`src/rtl/noc_flit_packetizer.sv`:
```
// Splits user messages into head/body/tail NoC flits and gates injection on per-VC credits.
// Optional statistics outputs are enabled by defining NOC_PKT_STATS_EN.
module noc_flit_packetizer #(
    parameter int WIDTH          = 128,
    parameter int N              = 16,
    parameter int NUM_VC         = 2,
    parameter int MAX_FLITS      = 4,
    parameter int CREDITS_PER_VC = 8,
    localparam int ADDRESS_WIDTH    = $clog2(N),
    localparam int VC_ADDRESS_WIDTH = $clog2(NUM_VC),
    localparam int DATA_W           = WIDTH - 3 - VC_ADDRESS_WIDTH - ADDRESS_WIDTH,
    localparam int LEN_W            = $clog2(MAX_FLITS + 1)
) (
    input  logic                          clk,
    input  logic                          reset_n,
    input  logic                          i_msg_valid,
    output logic                          o_msg_ready,
    input  logic [MAX_FLITS*DATA_W-1:0]   i_msg_data,
    input  logic [LEN_W-1:0]              i_msg_len,
    input  logic [ADDRESS_WIDTH-1:0]      i_msg_dest,
    input  logic [VC_ADDRESS_WIDTH-1:0]   i_msg_vc,
    output logic [WIDTH-1:0]              o_flit_out,
    input  logic [NUM_VC-1:0]             i_credits,
`ifdef NOC_PKT_STATS_EN
    output logic [31:0]                   o_pkt_count,
    output logic [31:0]                   o_stall_count,
`endif
    output logic                          o_busy
);

    localparam int CNT_W = $clog2(CREDITS_PER_VC + 1);

    typedef enum logic {IDLE = 1'b0, SEND = 1'b1} state_e;

    state_e                        state_q, state_d;
    logic                          started_q;
    logic [MAX_FLITS*DATA_W-1:0]   data_q, data_d;
    logic [LEN_W-1:0]              len_q, len_d, k_q, k_d, len_in;
    logic [ADDRESS_WIDTH-1:0]      dest_q, dest_d;
    logic [VC_ADDRESS_WIDTH-1:0]   vc_q, vc_d;
    logic [WIDTH-1:0]              flit_q, flit_d;
    logic [CNT_W-1:0]              cnt_q [NUM_VC];
    logic [CNT_W-1:0]              cnt_d [NUM_VC];
    logic [CNT_W:0]                cnt_sum [NUM_VC];
    logic [DATA_W-1:0]             slice;
    logic                          has_credit, is_last, issue, accept, msg_ready, busy;

    // Handshake: a message transfers on any rising edge where i_msg_valid and o_msg_ready are
    // both high; ready is also raised while the tail flit issues so packets chain without a gap.
    assign has_credit = (cnt_q[vc_q] != '0);
    assign is_last    = (k_q == len_q - LEN_W'(1));
    assign accept     = i_msg_valid & msg_ready;

    always_ff @(posedge clk or negedge reset_n) begin
        if (!reset_n) begin
            state_q <= IDLE;
        end else begin
            state_q <= state_d;
        end
    end

    always_comb begin
        state_d = state_q;
        case (state_q)
            IDLE: if (accept) state_d = SEND;
            SEND: if (issue && is_last && !accept) state_d = IDLE;
            default: state_d = IDLE;
        endcase
    end

    always_comb begin
        msg_ready = 1'b0;
        busy      = 1'b0;
        issue     = 1'b0;
        case (state_q)
            IDLE: msg_ready = started_q;
            SEND: begin
                busy      = 1'b1;
                issue     = has_credit;
                msg_ready = has_credit && is_last;
            end
            default: ;
        endcase
    end

    always_comb begin
        len_in = i_msg_len;
        if (i_msg_len == '0) begin
            len_in = LEN_W'(1);
        end else if (i_msg_len > LEN_W'(MAX_FLITS)) begin
            len_in = LEN_W'(MAX_FLITS);
        end
    end

    always_comb begin
        slice = '0;
        for (int i = 0; i < MAX_FLITS; i++) begin
            if (k_q == LEN_W'(i)) slice = data_q[i*DATA_W +: DATA_W];
        end
    end

    always_comb begin
        data_d = data_q;
        len_d  = len_q;
        dest_d = dest_q;
        vc_d   = vc_q;
        k_d    = k_q;
        if (accept) begin
            data_d = i_msg_data;
            len_d  = len_in;
            dest_d = i_msg_dest;
            vc_d   = i_msg_vc;
            k_d    = '0;
        end else if (issue) begin
            k_d = k_q + LEN_W'(1);
        end
        flit_d = issue ? {1'b1, (k_q == '0), is_last, vc_q, dest_q, slice} : '0;
    end

    // Return and use are summed before the clamp so a simultaneous pair at full count is a no-op.
    always_comb begin
        for (int v = 0; v < NUM_VC; v++) begin
            cnt_sum[v] = {1'b0, cnt_q[v]} + (CNT_W+1)'(i_credits[v])
                       - (CNT_W+1)'(issue && (vc_q == VC_ADDRESS_WIDTH'(v)));
            cnt_d[v]   = (cnt_sum[v] > (CNT_W+1)'(CREDITS_PER_VC)) ?
                         CNT_W'(CREDITS_PER_VC) : cnt_sum[v][CNT_W-1:0];
        end
    end

    always_ff @(posedge clk or negedge reset_n) begin
        if (!reset_n) begin
            started_q <= 1'b0;
            data_q    <= '0;
            len_q     <= '0;
            dest_q    <= '0;
            vc_q      <= '0;
            k_q       <= '0;
            flit_q    <= '0;
            for (int v = 0; v < NUM_VC; v++) cnt_q[v] <= CNT_W'(CREDITS_PER_VC);
        end else begin
            started_q <= 1'b1;
            data_q    <= data_d;
            len_q     <= len_d;
            dest_q    <= dest_d;
            vc_q      <= vc_d;
            k_q       <= k_d;
            flit_q    <= flit_d;
            for (int v = 0; v < NUM_VC; v++) cnt_q[v] <= cnt_d[v];
        end
    end

`ifdef NOC_PKT_STATS_EN
    logic [31:0] pkt_q, stall_q;

    always_ff @(posedge clk or negedge reset_n) begin
        if (!reset_n) begin
            pkt_q   <= '0;
            stall_q <= '0;
        end else begin
            if (issue && is_last)               pkt_q   <= pkt_q + 32'd1;
            if (state_q == SEND && !has_credit) stall_q <= stall_q + 32'd1;
        end
    end

    assign o_pkt_count   = pkt_q;
    assign o_stall_count = stall_q;
`endif

    assign o_flit_out  = flit_q;
    assign o_msg_ready = msg_ready;
    assign o_busy      = busy;

endmodule

```
`config.mk`:
```
export PLATFORM = sky130hd
export DESIGN_NAME = noc_flit_packetizer
export DESIGN_NICKNAME = d
export VERILOG_FILES = /design/src/rtl/noc_flit_packetizer.sv
export SDC_FILE = /design/constraint.sdc
export NUM_CORES = 1
export LEC_CHECK = 0
export CORE_AREA = 10 10 252 254
export DETAILED_ROUTE_END_ITERATION = 10
export DIE_AREA = 0 0 262 264
export GPL_TIMING_DRIVEN = 1
export HOLD_SLACK_MARGIN = 0.1
export PLACE_DENSITY = 0.76
export SYNTH_ARGS = -nofsm -noshare
export SYNTH_HDL_FRONTEND = slang
export SYNTH_SLANG_ARGS = --single-unit
export TNS_END_PERCENT = 10
```
`constraint.sdc`:
```
create_clock -name clk -period 9 [get_ports clk]
set_input_delay 2.7 -clock clk [delete_from_list [all_inputs] [get_ports clk]]
set_output_delay 2.7 -clock clk [all_outputs]
set_load 0.005 [all_outputs]
```
## Word level (Yosys, flattened, before mapping)

Cells that the tools add are included.

| word-level totals | value |
|---|---|
| register bits | 629 |
| bits of input ports | 493 |

| cells by class | value |
|---|---|
| add/sub/neg operators | 6 |
| order comparisons | 4 |
| equality and inequality tests | 4 |
| mux-type cells | 20 |
| bitwise gates (word level) | 4 |
| reduce and logical (&&, ||, !) cells | 10 |

Operators by type and width:

| cell | count |
|---|---|
| 2-to-1 mux 120 bit | 4 |
| 2-to-1 mux 128 bit | 1 |
| 2-to-1 mux 4 bit | 5 |
| 2-to-1 mux 3 bit | 4 |
| adder 4 x 1 -> 5 bit | 2 |
| greater-than comparator 5 x 4 -> 1 bit, second input constant | 2 |
| subtractor 5 x 1 -> 5 bit | 2 |
| == test 3 x 2 -> 1 bit, second input constant | 2 |
| zero test 3 bit | 2 |
| logical AND 1 bit | 5 |
| 2-to-1 mux 1 bit | 4 |
| case mux 1 bit (2 select lines) | 2 |
| nonzero test 4 bit | 1 |
| adder 3 x 1 -> 3 bit, second input constant | 1 |
| == test 3 x 1 -> 1 bit, second input constant | 1 |
| == test 3 bit | 1 |
| greater-than comparator 3 bit, second input constant | 1 |
| subtractor 3 x 1 -> 3 bit, second input constant | 1 |
| greater-or-equal comparator 2 bit, second input constant | 1 |
| inverter 1 bit | 2 |
| inverter 1 -> 2 bit | 1 |
| nonzero test 2 bit | 1 |
| bitwise AND 1 bit | 1 |
| zero test 1 bit | 1 |

## Longest topological paths before layout

| logic depth | value |
|---|---|
| depth after elaboration | 12 |
| depth in mapped cells | 13 |
| depth with buffers taken out | 12 |

## Least setup slack after synthesis

No wires, ideal clock.

| path | value |
|---|---|
| kind | register to output |
| start | register cnt_q[1] in the netlist's numbering |
| end | output port o_msg_ready |
| data arrival time | 1699 ps |
| required time | 6300 ps |
| setup slack | 4601 ps |
| stages on the path, launching flop included | 5 |
| path buffers | 1 |
| path through | dfrtp_1 -> or4b_1 -> o221ai_2 -> clkbuf_1 -> o21ai_0 |

| between the ends | value |
|---|---|
| word-level cells in the longest chain between the ends | 6 |

Ends and longest elaborated chain:

| what | line | source |
|---|---|---|
| start: declaration | 42 | `logic [CNT_W-1:0] cnt_q [NUM_VC];` |
| 2-to-1 mux 4 bit (implied by the code) (3 in series) | 50 | `assign has_credit = (cnt_q[vc_q] != '0);` |
| nonzero test 4 bit | 50 |  |
| logical AND 1 bit | 80 | `msg_ready = has_credit && is_last;` |
| case mux 1 bit (2 select lines) | 75 | `case (state_q)` |
| end: declaration | 17 | `output logic o_msg_ready,` |

No other way between the ends. The select of a mux whose other input is x is not followed.

## Worst setup path in the final report

| path | value |
|---|---|
| start | register vc_q |
| end | output port o_msg_ready |

| between the ends | value |
|---|---|
| word-level cells in the longest chain between the ends | 7 |

Ends and longest elaborated chain:

| what | line | source |
|---|---|---|
| start: declaration | 40 | `logic [VC_ADDRESS_WIDTH-1:0] vc_q, vc_d;` |
| start signal: assignment | 145 | `vc_q <= vc_d;` |
| inverter 1 -> 2 bit (implied by the code) | 50 |  |
| 2-to-1 mux 4 bit (implied by the code) (3 in series) | 50 |  |
| nonzero test 4 bit | 50 |  |
| logical AND 1 bit | 80 |  |
| case mux 1 bit (2 select lines) | 75 |  |

No other way between the ends. The select of a mux whose other input is x is not followed.

==> PnR_summary.wiki <==
{| class="wikitable"
! Metric !! Value
|-
| Status || completed
|-
| Most common cell after layout, fill and taps aside || sky130_fd_sc_hd__dfrtp_1
|-
| Fill cells || 4544
|-
| Commonest non-fill, non-tap cells in the layout || sky130_fd_sc_hd__dfrtp_1, sky130_fd_sc_hd__clkdlybuf4s50_1, sky130_fd_sc_hd__mux2_1, sky130_fd_sc_hd__nand2_1, sky130_fd_sc_hd__a21oi_1
|-
| Via count of the first global-routing pass || 20382
|-
| Count of distinct cell types in the synthesized netlist || 39
|-
| DP Wirelength || 57500 um
|-
| Proportion of layout cells with a drive suffix above 1 || 5.44%
|-
| Required time of the critical path || 6.30 ns
|-
| Unrepaired setup endpoints after global routing || no
|-
| Area added between synthesis and finish || 34.9%
|-
| Total number of yosys warnings || 0
|-
| Post-route antenna net violation count || 0
|-
| Global-route total usage across every layer || 23.5%
|-
| Total of cells resized after clock tree synthesis || 0
|-
| Die ar. || 69200 um2
|-
| Critical path capture point type || primary output
|-
| First-pass GRT wire length || 125000 um
|-
| Cell depth of the worst min-delay path || 1
|-
| Proportion of synthesized chip area in sequential cells || 60.5%
|-
| Master cell of the clock root buffer || sky130_fd_sc_hd__clkbuf_16
|-
| Number of CTS-inserted buffers || 68
|-
| Wire length per cell || 24.6 um
|-
| Number of hold buffers added after cts || 0
|-
| Slowest cell on the critical path || sky130_fd_sc_hd__buf_4
|-
| Routability cong. || 0.865
|-
| Buffer levels on the longest clock path || 3
|-
| Detailed-routing iteration count for the pre-antenna-repair pass || 5
|-
| Fraction of the mapped netlist area in compound gates || 7.09%
|-
| Static leakage || 14.7 nW
|-
| Max Freq || 0.170 GHz
|-
| Placement Rows || 89
|-
| Routed vias || 18605
|-
| Post-synth design cell area || 26000 um2
|-
| Mux contribution to synthesized area || 21.1%
|-
| Synthesized Nets || 2484
|-
| Final hold violation count || 0
|-
| Worst-path maximum fanout || 56
|-
| Worst min-delay path category || register to register
|-
| CTS tree || built
|-
| Maximum cell stage delay along the critical path || 0.63 ns
|-
| Setup violation total in the final timing report || 0
|-
| Kind of launch point of the worst setup path || register
|-
| PortBufs || 622
|-
| Detailed Route Iter0 Violations || 1341
|-
| Worst path cell trace || or4_1 -> o221ai_4 -> buf_4 -> o21ai_0 -> clkdlybuf4s50_1
|-
| Critical setup path kind || register to primary output
|-
| Final min period || 5.87 ns
|-
| Post-Syn Instances || 1973
|-
| Die height || 264 um
|-
| Clock sinks || 629
|-
| Total negative slack for setup checks || 0 ns
|-
| XOR/XNOR share of the synthesized area || 0.221%
|-
| Combinational family with the most area after synthesis || multiplexers
|-
| Placeable core area || 58500 um2
|-
| Slack of the worst reg-to-reg path || 4.55 ns
|-
| Slew at the pin with the worst max-slew slack || 1.22 ns
|-
| Cell area after placement || 32800 um2
|-
| Final max-slew violation count || 0
|-
| Flops & latches, synth || 629
|-
| Crit share post-route || 65.2%
|-
| Reg2Reg Depth || 13
|-
| Effective utilization at floorplan || 44.5%
|-
| Pwr/cell area || 338 nW/um2
|-
| Max transition margin || 18.6%
|-
| Area share of fa/ha/maj cells after synthesis || 0.923%
|-
| Origin of the worst min-delay path || dest_q[2]
|-
| I/O pins || 623
|-
| Initial antenna violation count || 32
|-
| Post-route design area || 35100 um2
|-
| Die W || 262 um
|-
| Routed vias/inst || 5.50
|-
| Number of nets in the layout || 3053
|-
| Clock slew at the register clock pins of the worst setup and hold paths || 0.06 ns
|-
| Clock latency of the later-clocked register in the worst-skew pair || 0.61 ns
|-
| DRC Markers || 0
|-
| Max IR drop VDD || 228 uV
|-
| Largest net degree at the start of global routing || 153
|-
| Total Routed Length || 83100 um
|-
| Max-Cap Viols || 0
|-
| R2r endpoint || cnt_q[1]
|-
| Post-Synth Simple-Gate Area || 7.02%
|-
| H-Tree Depth || 3
|-
| Startpoint of the worst-slack reg-to-reg timing path || vc_q
|-
| Worst Skew || 0.0316 ns
|-
| Post-CTS setup buffer count || 0
|-
| Arrival time at the worst endpoint || 3.17 ns
|-
| Syn Area/Cell || 13.2 um2
|-
| Final global-route overflow total || 0
|-
| Launch point of the critical path || vc_q
|-
| Hold Crit Endpoint || dest_q[2]
|}
[cells in the mapped netlist (all sizes together)]
cell	n	share of area (%)
nor3b	1	0.029
ha	16	0.77
and3	3	0.072
o22ai	1	0.048
clkbuf	92	1.3
inv	29	0.42
a211oi	3	0.087
buf	54	1.4
nor2b	2	0.048
dfrtp	627	60
nor2	123	1.8
dfstp	2	0.20
nand3	1	0.019
mux2i	1	0.038
a2111o	2	0.087
and2	5	0.12
or3	120	2.9
a31oi	6	0.14
fa	2	0.15
o221ai	2	0.091
or4b	1	0.038
o21ai	4	0.077
nand2	126	1.8
a221oi	120	4.0
o21bai	2	0.058
xnor3	1	0.087
nand4	1	0.024
nand2b	2	0.048
nor4	2	0.048
or4	1	0.029
xor2	4	0.13
o211ai	2	0.058
conb	1	0.014
nand4b	2	0.067
mux2	487	21
a21oi	125	2.4
[metrics by stage]
| step | setup WS (ns) | cells | hold WS, ns | util, % | total power (W) |
|---|---|---|---|---|---|
| detailed placement | 3.64 | 3245 | 0.471 | 56.1 | 0.00911 |
| global route | 2.98 | 3376 | 0.494 | 60.0 | 0.0126 |
| global placement | 3.69 | 3245 | 0.456 | 56.1 | 0.00883 |
| floorplan | 4.60 | 1973 | 0.446 | - | 0.00749 |
| finish | 3.13 | 3384 | 0.478 | 60.0 | 0.0118 |
| CTS | 3.13 | 3364 | 0.484 | 59.9 | 0.0119 |
[final cells by class]
type	count	area [um2]	area share (%)
sequential	629	15700	44.9
clock inverter	25	260	0.742
multi-input combinational	1169	9530	27.1
inverter	29	109	0.310
clock buffer	94	1970	5.62
timing repair buffer	645	6470	18.4
antenna	20	50.0	0.143
tap	773	967	2.76
[routing by layer]
metal | GRT usage [%] | vias to the layer above | share of wire, %
met3 | 8.45 | 140 | 9.8
met2 | 38.5 | 722 | 49
met4 | 8.17 | 28 | 2.7
met5 | 0 | - | 0.23
li1 | - | 8203 | -
met1 | 28.1 | 9512 | 38
[where the power goes]
part / internal (W) / switching, W
Combinational: 0.00210 / 0.00214
Clock: 0.00163 / 0.00116
Sequential: 0.00417 / 0.000652
[critical path: cells and delay by family, from the launching register on]
| family | cells | cell delay, ns |
|---|---|---|
| buffers and inverters | 2 | 1.14 |
| flip-flops | 1 | 0.41 |
| AND/OR/NAND/NOR | 1 | 0.59 |
| AO/OA/AOI/OAI | 2 | 0.39 |
[flip-flops by register name, indices dropped and copies added, names as in the netlist]
register	count
vc_q	1
dest_q	4
o_flit_out	128
data_q	480
started_q	1
len_q	3
cnt_q	8
state_q	1
k_q	3
[worst max path at each step]
stage | end | slack, ns
3_5_place_dp | data_q[364] | 3.64
5_1_grt | o_msg_ready | 2.98
6_report | o_msg_ready | 3.13
3_3_place_gp | data_q[382] | 3.69
4_1_cts | o_msg_ready | 3.13
2_1_floorplan | o_msg_ready | 4.60
[cells by family after synthesis]
kind of cell               Yosys count
buffers and inverters              175
other                                1
muxes                              488
AOI/OAI and AO/OA                  267
DFF                                629
and+or+nand+nor                    390
adders and majority gates           18
xor gates and xnor gates             5
Note: power is estimated with default switching activity, not from simulation.
==> variant 1: new RTL, config.mk and constraints unchanged <==
Change the parameter `N` from 16 to 32.
--- a/src/rtl/noc_flit_packetizer.sv
+++ b/src/rtl/noc_flit_packetizer.sv
@@ -3,5 +3,5 @@
 module noc_flit_packetizer #(
     parameter int WIDTH          = 128,
-    parameter int N              = 16,
+    parameter int N              = 32,
     parameter int NUM_VC         = 2,
     parameter int MAX_FLITS      = 4,
Interface: changed (resized i_msg_data and i_msg_dest); port bits go from 623 to 620. The function was not compared with the original's and may differ.
==> variant 1 against the unedited design <==
- sequential cell count is 3 lower
- clock power is 7.2% higher
- worst setup slack better by 0.63 ns
- sequential share of layout area is 0.23 points lower
- design area hardly changed
- synthesized cell count is 0.51% lower
- wire length is 3.1% lower
- non-clock buffer count is 4 lower
- cell count is 0.38% lower
- synthesized area is 0.27% higher
- power is 1.5% higher
- critical path type unchanged
==> variant 1: results (changes against the unedited design) <==
| Metric | Value |
|---|---|
| Total track usage | 22.6% (-0.86 points) |
| # fillers | 4562 (+0.40%) |
| Clock root cell | clkbuf_16 |
| GR Util met3 | 6.62% (-1.8 points) |
| Status | finished, final reports clean |
| Reg clk slew, reported paths | 0.06 ns (about the same) |
| Vias | 18.4k (-1.3%) |
| Wl on met1 | 31000 um (-3.1%) |
| Placed Instances | 3231 (-0.43%) |
| Least-Margin Pin Slew | 1.07 ns (-0.149 ns) |
| Routed Wire Length | 80600 um (-3.1%) |
| R2r setup slk | 5.01 ns (+0.46 ns) |
| Fin Clk Skew | 0.0321 ns (+0.000449 ns) |
| Crit path max-delay cell type | clkdlybuf4s50_1 |
| Largest register FFs | 476 (-0.83%) |
| Met2 usage | 38.3% (-0.19 points) |
| Power Internal | 8.14 mW (+3.1%) |
| Post-Syn Instances | 1963 (-0.51%) |
| Met1 global-route usage | 26.8% (-1.3 points) |
| Initial DRC count | 1423 (+6.1%) |
| Async SR Flop Fraction | 100% (unchanged) |
| Hold path endpoint | o_flit_out[121] |
| Synth top cells by count | 624 x dfrtp_1, 400 x mux2_1, 125 x nand2_1 |
| Nets@finish | 3036 (-0.56%) |
| R2R depth | 7 (-6) |
| Layout cells sized above 1 | 8.76% (+3.3 points) |
| Combinational power | 4.22 mW |
| Largest net degree at the start of global routing | 192 (+25%) |
| Pre-CTS setup slack | 3.28 ns (-0.357 ns) |
| I/O Buffers | 619 (-0.48%) |
| CP max stage delay | 0.62 ns |
| Synth cell types | 40 (+2.6%) |
| Routability Congestion | 0.865 (about the same) |
| Routed length per instance | 23.9 um (-2.7%) |
| Top post-synthesis cells by area | dfrtp_1 60%, mux2_1 17%, a221oi_1 4.0%, mux2_2 3.6%, or3_1 2.9% |
| Met3 WL post-DR | 6500 um (-20%) |
| Met2 wire len | 40900 um (+0.64%) |
| Final worst setup slack | 3.77 ns (+0.632 ns) |
| Leakage power | 14.6 nW (-0.15%) |
| Vias in the first global route | 19.9k (-2.3%) |
| Worst r2r dst | data_q[190] |
| Dpl hpwl | 55200 um (-4.0%) |
| Seq/Total Area, Yosys | 60.1% (-0.45 points) |
| Worst hold slack | 0.473 ns (-0.00514 ns) |
| Maximum VDD drop | 0.000278 V (+22%) |
| Worst-path fanout max | 7 (-88%) |
| Critical path data arrival time | 2.53 ns (-0.64 ns) |
| First-pass GRT wire length | 121000 um (-2.9%) |
| Placement Cell Area | 0.0326 sq mm (-0.50%) |
| Initial antenna violation count | 28 (-13%) |
| Synthesized Nets | 2471 (-0.52%) |
| PwrDens | 342 mW/mm^2 (+1.4%) |
| Critical Path End | o_msg_ready |
| Worst R2R Start | cnt_q[1] |
| Crit. Startpoint | k_q[2] |
| Clk buf depth | 3 (unchanged) |
==> variant 1: changes by cell type after synthesis, moves of 3 or more <==
cell	unedited run	this run
mux2_1	487	400
mux2_2	0	84
buf_6	9	44
buf_2	34	10
buf_4	11	0
dfrtp_1	627	624
==> variant 1: kinds of logic after synthesis <==
kind of cell / Yosys count / share of synthesized area [%]
adder cells (fa/ha/maj): 18 / 0.921
buffers and inverters: 175 / 3.83
AND/OR/NAND/NOR: 388 / 6.99
multiplexers: 485 / 20.9
flip-flops: 626 / 60.1
XOR/XNOR: 5 / 0.221
AO/OA/AOI/OAI: 265 / 7.04
other: 1 / 0.0144
==> variant 1: final cells by class <==
type,instances,area [sq um],share of cell area (%)
Timing Repair Buffer,641,6430,18.3
Antenna cell,18,45.0,0.128
Tap cell,773,967,2.76
Clock inverter,28,470,1.34
Sequential cell,626,15700,44.6
Inverter,29,109,0.310
Clock buffer,94,1940,5.53
Multi-Input combinational cell,1162,9480,27.0
==> variant 2: new RTL, same flow settings <==
Without the edit above. `data_q` and `flit_q` no longer have a reset.
--- a/src/rtl/noc_flit_packetizer.sv
+++ b/src/rtl/noc_flit_packetizer.sv
@@ -131,21 +131,22 @@
         if (!reset_n) begin
             started_q <= 1'b0;
-            data_q    <= '0;
             len_q     <= '0;
             dest_q    <= '0;
             vc_q      <= '0;
             k_q       <= '0;
-            flit_q    <= '0;
             for (int v = 0; v < NUM_VC; v++) cnt_q[v] <= CNT_W'(CREDITS_PER_VC);
         end else begin
             started_q <= 1'b1;
-            data_q    <= data_d;
             len_q     <= len_d;
             dest_q    <= dest_d;
             vc_q      <= vc_d;
             k_q       <= k_d;
-            flit_q    <= flit_d;
             for (int v = 0; v < NUM_VC; v++) cnt_q[v] <= cnt_d[v];
         end
+    end
+
+    always_ff @(posedge clk) begin
+        data_q <= data_d;
+        flit_q <= flit_d;
     end
 
Check against the original RTL: differs if reset_n is asserted again (counterexample within 4 cycles, from zero or initial values and one cycle with reset_n low); with reset_n held inactive, the same outputs for 4 cycles.
==> variant 2 against the unedited design <==
- via count fell by 20%
- critical path depth did not move
- design area fell by 11%
- wire length fell by 18%
- worst setup slack improved by 0.52 ns
- synthesized area fell by 15%
- power fell by 16%
- sequential cell count did not move
- critical path type unchanged
==> variant 2: results (changes against the unedited design) <==
| Metric | Value |
|---|---|
| Synth Area in XOR/XNOR | 0.260% (+0.038 points) |
| Status | finished, final reports clean |
| Synth cell types | 49 (+26%) |
| Min-delay src | data_q[370] |
| Comb power frac | 28.9% (-6.9 points) |
| Adder-Cell Fraction of Synth Area | 1.08% (+0.16 points) |
| Vias in the first global route | 15.5k (-24%) |
| Clock power frac | 27.5% (+4.0 points) |
| P_seq | 4.32 mW (-10%) |
| Skew-Pair Late Insertion Delay | 0.59 ns (-0.02 ns) |
| Synth top cells by count | 480 x edfxtp_1, 128 x dfxtp_1, 126 x a21oi_1 |
| Worst r2r dst | data_q[227] |
| Placement Cell Area | 0.0291 sq mm (-11%) |
| First-pass GRT wire length | 98100 um (-21%) |
| Post-Syn Instances | 1444 (-27%) |
| Worst-path fanout max | 7 (-88%) |
| Largest register FFs | 480 (unchanged) |
| Worst hold stages | 2 (+1) |
| Least-Margin Pin Slew | 1.11 ns (-0.111 ns) |
| Vias/cell | 5.14 (-6.5%) |
| Worst hold slack | 0.501 ns (+0.0230 ns) |
| Final Non-Filler Cells | 2894 (-14%) |
| Placed Instances | 2763 (-15%) |
| Fin Clk Skew | 0.0248 ns (-0.00685 ns) |
| Dpl hpwl | 46800 um (-19%) |
| Yosys warns | 0 (unchanged) |
| Pre-CTS setup slack | 3.24 ns (-0.404 ns) |
| R2r setup slk | 5.47 ns (+0.92 ns) |
| Seq/Total Area, Yosys | 78.9% (+18 points) |
| Critical path data arrival time | 2.64 ns (-0.53 ns) |
| Cell family with most CP delay | flip-flops |
| CP max stage delay | 0.52 ns (-0.11 ns) |
| Net Sw Frac | 30.5% (-2.9 points) |
| Routed Wire Length | 68300 um (-18%) |
| Largest net degree at the start of global routing | 166 (+8.5%) |
| Number of synthesized flops with an enable pin | 480 (+480) |
| Mux cell area share after synthesis | 0.485% (-21 points) |
| Async SR Flop Fraction | 3.34% (-97 points) |
| Total CTS buffers | 66 (-2.9%) |
| Initial DRC count | 1388 (+3.5%) |
| Clk buf depth | 3 (unchanged) |
| Initial antenna violation count | 16 (-50%) |
| Achievable frequency | 187 MHz (+9.8%) |
| Leakage power | 10.6 nW (-28%) |
| Top post-synthesis cells by area | edfxtp_1 65%, dfxtp_1 12%, a221oi_1 4.7%, or3_1 3.4%, a21oi_1 2.8% |
| Worst R2R Start | k_q[2] |
| Post-CTS Setup Inserts | 0 (unchanged) |
| Maximum VDD drop | 0.000225 V (-1.1%) |
| Crit path max-delay cell type | dfrtp_1 |
| Hold path endpoint | o_flit_out[10] |
| Ys flop type | edfxtp_1 |
| Routability Congestion | 0.841 (-2.8%) |
| Kind of critical path | flip-flop to output port |
| Total track usage | 18.8% (-4.6 points) |
| Nets@finish | 2569 (-16%) |
| Layout cells sized above 1 | 6.68% (+1.2 points) |
| Critical Path End | o_msg_ready |
| Synthesized Nets | 1955 (-21%) |
| Synth Area in Compound Gates | 8.41% (+1.3 points) |
-- variant 2: tightest hold or removal path, cell delays in order (launching register included) --
cell and delay (ns):
edfxtp_1 0.32, nand2_1 0.05, a21oi_1 0.10
-- variant 2: cell families (layout without fill, tap and decap cells) --
| family | count (synthesis) | count (layout) |
|---|---|---|
| DFF | 629 | 629 |
| and+or+nand+nor | 392 | 392 |
| AOI/OAI and AO/OA | 270 | 270 |
| buffers and inverters | 121 | 787 |
| adders and majority gates | 18 | 18 |
| muxes | 8 | 8 |
| xor gates and xnor gates | 5 | 5 |
| other | 1 | 12 |
-- variant 2: layout make-up --
class                           count  area (sq um)
Fill cell                        4695         27100
Sequential cell                   629         17500
Timing Repair Buffer              639          6380
Multi-Input combinational cell    694          4190
Clock buffer                       85          1840
Tap cell                          773           967
Clock inverter                     35           352
Inverter                           28           105
Antenna cell                       11          27.5
-- variant 2: routing by layer --
layer  GRT usage (%)  share of wire, %
met5               0             0.080
met4            7.58               2.7
met3            5.62               9.9
met2            32.2                51
met1            21.7                36
